**src/rtl/cnn_pkg.sv**
```systemverilog
// cnn_pkg: shared types and widths for the channel sequencer.
package cnn_pkg;

    localparam int DEF_SPAD_DATA_WIDTH = 64;
    localparam int DEF_ADDR_WIDTH      = 8;
    localparam int OFMAP_CNT_WIDTH     = 16;

    localparam logic SPAD_SEL_WEIGHT = 1'b0;
    localparam logic SPAD_SEL_INPUT  = 1'b1;

    typedef enum logic [2:0] {
        IDLE,
        CLEAR,
        LOAD_K,
        LOAD_I,
        ARM,
        ROUTE,
        DONE
    } seq_state_t;

endpackage

```
**src/rtl/channel_sequencer_route_watchdog.sv**
```systemverilog
// route_watchdog: counts cycles from start and flags expiry after TIMEOUT_CYCLES.
module route_watchdog #(
    parameter int TIMEOUT_CYCLES = 4096
) (
    input  logic i_clk,
    input  logic i_rst,
    input  logic i_start,
    input  logic i_clear,
    output logic o_expire
);

    localparam int CW = $clog2(TIMEOUT_CYCLES + 1);

    logic          run;
    logic [CW-1:0] cnt;

    assign o_expire = run && cnt == CW'(TIMEOUT_CYCLES - 1);

    always_ff @(posedge i_clk or posedge i_rst) begin
        if (i_rst) begin
            run <= 1'b0;
            cnt <= '0;
        end else if (i_clear || o_expire) begin
            run <= 1'b0;
            cnt <= '0;
        end else if (i_start) begin
            run <= 1'b1;
            cnt <= '0;
        end else if (run) begin
            cnt <= cnt + CW'(1);
        end
    end

endmodule

```
**src/rtl/channel_sequencer.sv**
```systemverilog
// channel_sequencer: per-layer controller that loads SPADs, arms routing and tracks core completion.
module channel_sequencer
    import cnn_pkg::*;
#(
    parameter int SPAD_DATA_WIDTH = DEF_SPAD_DATA_WIDTH,
    parameter int ADDR_WIDTH      = DEF_ADDR_WIDTH,
    parameter int ARM_CYCLES      = 2,
    parameter int TIMEOUT_CYCLES  = 4096
) (
    input  logic                       i_clk,
    input  logic                       i_rst,
    input  logic                       i_start,
    input  logic [ADDR_WIDTH-1:0]      i_num_ch,
    input  logic [ADDR_WIDTH-1:0]      i_k_words,
    input  logic [ADDR_WIDTH-1:0]      i_if_words,
    input  logic                       i_ld_valid,
    input  logic [SPAD_DATA_WIDTH-1:0] i_ld_data,
    output logic                       o_ld_ready,
    output logic                       o_write_en,
    output logic                       o_spad_select,
    output logic [ADDR_WIDTH-1:0]      o_write_addr,
    output logic [SPAD_DATA_WIDTH-1:0] o_data_in,
    output logic [ADDR_WIDTH-1:0]      o_i_addr_end,
    output logic [ADDR_WIDTH-1:0]      o_c,
    output logic                       o_reg_clear,
    output logic                       o_route_en,
    input  logic                       i_core_done,
    input  logic                       i_ofmap_valid,
    output logic [OFMAP_CNT_WIDTH-1:0] o_ofmap_count,
    output logic                       o_ch_done,
    output logic                       o_busy,
    output logic                       o_done,
    output logic                       o_error
);

    localparam int AW = ADDR_WIDTH;

    seq_state_t    state;
    logic [AW-1:0] num_ch;
    logic [AW-1:0] k_words;
    logic [AW-1:0] if_words;
    logic [AW-1:0] cnt;
    logic [AW-1:0] words;
    logic          hs;
    logic          last_word;
    logic          arm_last;
    logic          last_ch;
    logic          route_done;
    logic          expire;
    seq_state_t    first_load;

    assign o_busy      = state != IDLE;
    assign o_reg_clear = state == CLEAR;
    assign o_route_en  = state == ROUTE;
    assign o_ld_ready  = state == LOAD_K || (state == LOAD_I && if_words != '0);
    assign hs          = o_ld_ready && i_ld_valid;
    assign words       = state == LOAD_K ? k_words : if_words;
    assign last_word   = cnt == words - AW'(1);
    assign arm_last    = cnt == AW'(ARM_CYCLES - 1);
    assign last_ch     = o_c == num_ch - AW'(1);
    assign route_done  = state == ROUTE && i_core_done;
    assign first_load  = k_words != '0 ? LOAD_K : LOAD_I;

    route_watchdog #(
        .TIMEOUT_CYCLES(TIMEOUT_CYCLES)
    ) u_watchdog (
        .i_clk   (i_clk),
        .i_rst   (i_rst),
        .i_start (state == ARM && arm_last),
        .i_clear (route_done),
        .o_expire(expire)
    );

    always_ff @(posedge i_clk or posedge i_rst) begin
        if (i_rst) begin
            state         <= IDLE;
            num_ch        <= '0;
            k_words       <= '0;
            if_words      <= '0;
            cnt           <= '0;
            o_write_en    <= 1'b0;
            o_spad_select <= SPAD_SEL_WEIGHT;
            o_write_addr  <= '0;
            o_data_in     <= '0;
            o_i_addr_end  <= '0;
            o_c           <= '0;
            o_ofmap_count <= '0;
            o_ch_done     <= 1'b0;
            o_done        <= 1'b0;
            o_error       <= 1'b0;
        end else begin
            o_write_en <= hs;
            o_ch_done  <= route_done;
            o_done     <= state == DONE;
            if (hs) begin
                o_write_addr <= cnt;
                o_data_in    <= i_ld_data;
            end
            // select is registered so it lines up with the delayed write it tags
            if (state == LOAD_K)
                o_spad_select <= SPAD_SEL_WEIGHT;
            else if (state == LOAD_I)
                o_spad_select <= SPAD_SEL_INPUT;
            case (state)
                IDLE: begin
                    if (i_start) begin
                        num_ch        <= i_num_ch;
                        k_words       <= i_k_words;
                        if_words      <= i_if_words;
                        o_i_addr_end  <= i_if_words == '0 ? '0 : i_if_words - AW'(1);
                        o_c           <= '0;
                        cnt           <= '0;
                        o_ofmap_count <= '0;
                        o_error       <= 1'b0;
                        state         <= i_num_ch == '0 ? DONE : CLEAR;
                    end
                end
                CLEAR: state <= first_load;
                LOAD_K, LOAD_I: begin
                    if (state == LOAD_I && if_words == '0) begin
                        state <= ARM;
                    end else if (hs) begin
                        cnt <= last_word ? '0 : cnt + AW'(1);
                        if (last_word)
                            state <= state == LOAD_K ? LOAD_I : ARM;
                    end
                end
                ARM: begin
                    cnt <= arm_last ? '0 : cnt + AW'(1);
                    if (arm_last)
                        state <= ROUTE;
                end
                ROUTE: begin
                    if (i_ofmap_valid && o_ofmap_count != '1)
                        o_ofmap_count <= o_ofmap_count + OFMAP_CNT_WIDTH'(1);
                    if (route_done) begin
                        o_c   <= last_ch ? o_c : o_c + AW'(1);
                        state <= last_ch ? DONE : first_load;
                    end else if (expire) begin
                        o_error <= 1'b1;
                        state   <= IDLE;
                    end
                end
                DONE: state <= IDLE;
                default: state <= IDLE;
            endcase
        end
    end

endmodule

```
**config.mk**
```make
export PLATFORM = sky130hd
export DESIGN_NAME = channel_sequencer
export DESIGN_NICKNAME = d
export VERILOG_FILES = /design/src/rtl/cnn_pkg.sv /design/src/rtl/channel_sequencer_route_watchdog.sv /design/src/rtl/channel_sequencer.sv
export SDC_FILE = /design/constraint.sdc
export NUM_CORES = 1
export LEC_CHECK = 0
export CORE_ASPECT_RATIO = 0.75
export CORE_UTILIZATION = 48
export DETAILED_ROUTE_END_ITERATION = 7
export HOLD_SLACK_MARGIN = 0.1
export PLACE_DENSITY = 0.78
export SYNTH_ARGS = -nofsm -noshare
export SYNTH_HDL_FRONTEND = slang
export SYNTH_SLANG_ARGS = --single-unit
```
**constraint.sdc**
```tcl
create_clock -name i_clk -period 7.5 [get_ports i_clk]
set_input_delay 1.5 -clock i_clk [delete_from_list [all_inputs] [get_ports i_clk]]
set_output_delay 1.5 -clock i_clk [all_outputs]
set_load 0.01 [all_outputs]
```
==> impl_metrics.csv <==
group,metric,value,unit
sta,rsz0062_at_grt,"no",
placed_design,dpl_cell_area,9670,um2
clocking,clock_latency,0.43,ns
finish,stdcell_count,1255,
routing,wl_per_cell,15.3,um
placed_design,hpwl,13200,um
global_route,grt_pass1_wl,31300,um
finish,n_fill_cell,1207,
worst_setup_path,crit_fanout,7,
power,p_leak,4.79,nW
sta,worst_slew_pin_slew,1.08,ns
routing,drtPass1Iterations,5,
placed_design,gp_congestion,0.837,
run,cap_violations,0,
synthesis,ys_seq_elements,158,
routing,num_vias,6467,
routing,drc_errors,0,
global_route,overflow,0,
finish,n_antenna_cell,0,
die,die_w,146,um
sta,setup_ws,3.90,ns
clocking,cts_setup_buffers,0,
worst_setup_path,path_class,"reg -> out",
clocking,cts_buffer_depth,2,
power,power.switching,1.42,mW
power,power.density,376,nW/um2
sta,max_clock_freq,0.278,GHz
worst_setup_path,end_kind,"output pin",
synthesis,synthTopCellsByArea,"dfrtp_1 (53%), nand2_1 (17%), xor2_1 (3.9%)",
routing,vias_per_cell,5.15,
synthesis,yosysTopAreaCell,"dfrtp_1",
worst_setup_path,crit_required,6.00,ns
synthesis,synth_edf_count,0,
finish,final_common_cell,"nand2_1",
synthesis,yosysWarnings,0,
synthesis,async_flop_share,100,%
synthesis,synthesis.nets,947,
worst_setup_path,worstSetupStartpointType,"flip-flop",
sta,min_period,3.60,ns
global_route,grt_pass1_vias,6202,
sta,slew_viol_final,0,
clocking,htree_levels,4,
synthesis,synth_ff_type,"dfrtp_1",
die,die_h,110,um
sta,finalSetupViolations,0,
power,p_comb_share,40.6,%
die,initial_core_util,49.1,%
worst_setup_path,cp.arrival,2.10,ns
finish,final_cell_mix,"nand2_1 (338), clkdlybuf4s50_1 (206), dfrtp_1 (158)",
finish,syn2layout_area_growth,37.8,%
global_route,grt_usage,24.8,%
die,die_area,16000,um2
min_path,min_path_type,"reg -> reg",
routing,drt_iter0_drc,350,
finish,final_nets,1140,
placed_design,io_buffers,206,
global_route,grt_max_degree,118,
power,p_int,2.44,mW
sta,setup-tns-final,0,ns
sta,relSlewSlack,28.2,%
sta,fin_crit_sh,48.0,%
synthesis,synth_seq_area_share,53.1,%
synthesis,synthCells,845,
die,core,15200,um2
clocking,hold_buffers,0,
outcome,outcome,"finished clean",
synthesis,synthDistinctLibCells,55,
die,rows,39,
clocking,cts_root_buffer,"clkbuf_16",
sta,clock_skew,0.0123,ns
clocking,cts_tree,"done",
placed_design,dp_slack,3.78,ns
sta,hold_viol_final,0,
clocking,cts_sinks,158,
routing,ant_nets,0,
synthesis,synth_area_per_cell,8.81,um2
clocking,clkTransAtPathRegs,0.06,ns
power,vdd_drop_max,0.213,mV
power,pwr-share-clk,22.8,%
die,io_pins,207,
placed_design,dp_cells,1224,
synthesis,synth_area,7440,um2
power,netSwitchingFraction,36.7,%
finish,final_cell_area,10300,um2
clocking,cts_buffers,17,
clocking,cts-resized-gates,0,
power,p_seq_share,36.6,%
routing,totalWireLength,19200,um
power,fin_total_pwr,3.86,mW
finish,drive_above_1_share,4.38,%
global_route,antenna_found_initial,0,
synthesis,synth_top_area_share,53.1,%
==> worst max-delay path, cell delays in order (launching register included) <==
cell and delay (ns):
dfrtp_1 0.44, nor3_1 0.33, and4_1 0.30, nor2_1 0.08
clkdlybuf4s50_1 0.53
==> flip-flops by register name, summed over array words and instances, names as in the netlist <==
signal and cells:
o_spad_select 1, o_c 8, o_write_en 1, u_watchdog.run 1, if_words 8, num_ch 8
state 3, k_words 8, o_i_addr_end 8, cnt 8, o_ch_done 1, o_done 1
o_write_addr 8, o_ofmap_count 16, o_data_in 64, o_error 1, u_watchdog.cnt 13
==> power groups by stage <==
stage	Sequential [mW]	Combinational (mW)	Clock [mW]
5_1_grt	1.45	1.73	0.935
2_1_floorplan	1.45	0.810	0
3_5_place_dp	1.41	1.57	0
6_report	1.41	1.57	0.880
4_1_cts	1.41	1.58	0.896
3_3_place_gp	1.41	1.54	0
==> final cells by class <==
cell class	instances	area (um2)	share of cell area, %
Sequential cell	158	3950	38.5
Tap cell	205	256	2.50
Clock inverter	12	163	1.59
Multi-Input combinational cell	636	3300	32.1
Inverter	14	57.6	0.561
Clock buffer	19	433	4.22
Timing Repair Buffer	211	2100	20.5
==> through the flow <==
step	hold slack, ns	util, %
floorplan	0.462	-
global placement	0.456	63.7
detailed placement	0.462	63.7
CTS	0.478	67.6
global route	0.491	67.6
finish	0.473	67.6
==> kinds of logic (layout without fill, tap and decap cells) <==
| logic type | after synthesis | count (layout) | synth area share (%) |
|---|---|---|---|
| AO/OA/AOI/OAI | 81 | 81 | 7.43 |
| XOR/XNOR | 51 | 51 | 6.00 |
| adder cells (fa/ha/maj) | 8 | 8 | 1.34 |
| buffers and inverters | 51 | 256 | 2.62 |
| flip-flops | 158 | 158 | 53.1 |
| multiplexers | 12 | 12 | 2.02 |
| AND/OR/NAND/NOR | 484 | 484 | 27.5 |
==> metal layers <==
metal  vias up  part of all wire (%)  global-route usage, %  routed length [um]
met5         -                     0                      0                   0
li1       3171                     -                      -                   -
met1      3123                    46                   33.5                8840
met3        17                   6.4                   7.63                1240
met4         0                   1.1                   7.14                 213
met2       156                    46                   38.8                8940
==> Yosys cell counts, types with 5 or more instances <==
cell type	number
and3_1	6
nand2_1	338
nor3_1	18
o211ai_1	5
inv_1	13
a21oi_1	10
nand3_1	15
nand4_1	13
dfrtp_1	158
nor3b_1	6
xnor2_1	18
nor4_1	7
o21ai_0	28
mux2i_1	6
nor2_1	54
xor2_1	33
or3_1	5
ha_1	8
clkbuf_1	34
==> path summary, 6_finish.rpt <==
kind | startpoint | end | slack [ns] | cells after the start
setup / recovery | if_words[2] | o_ld_ready | 3.90 | 4
hold / removal | o_data_in[17] | o_data_in[17] | 0.47 | 2
setup reg to reg | state[2] | cnt[6] | 4.08 | 10
hold reg to reg | o_data_in[17] | o_data_in[17] | 0.47 | 2
max in group asynchronous | i_rst | o_ofmap_count[2] | 4.63 | 3
min in group asynchronous | i_rst | o_data_in[37] | 1.67 | 2
Power figures use the tool's default switching activity.
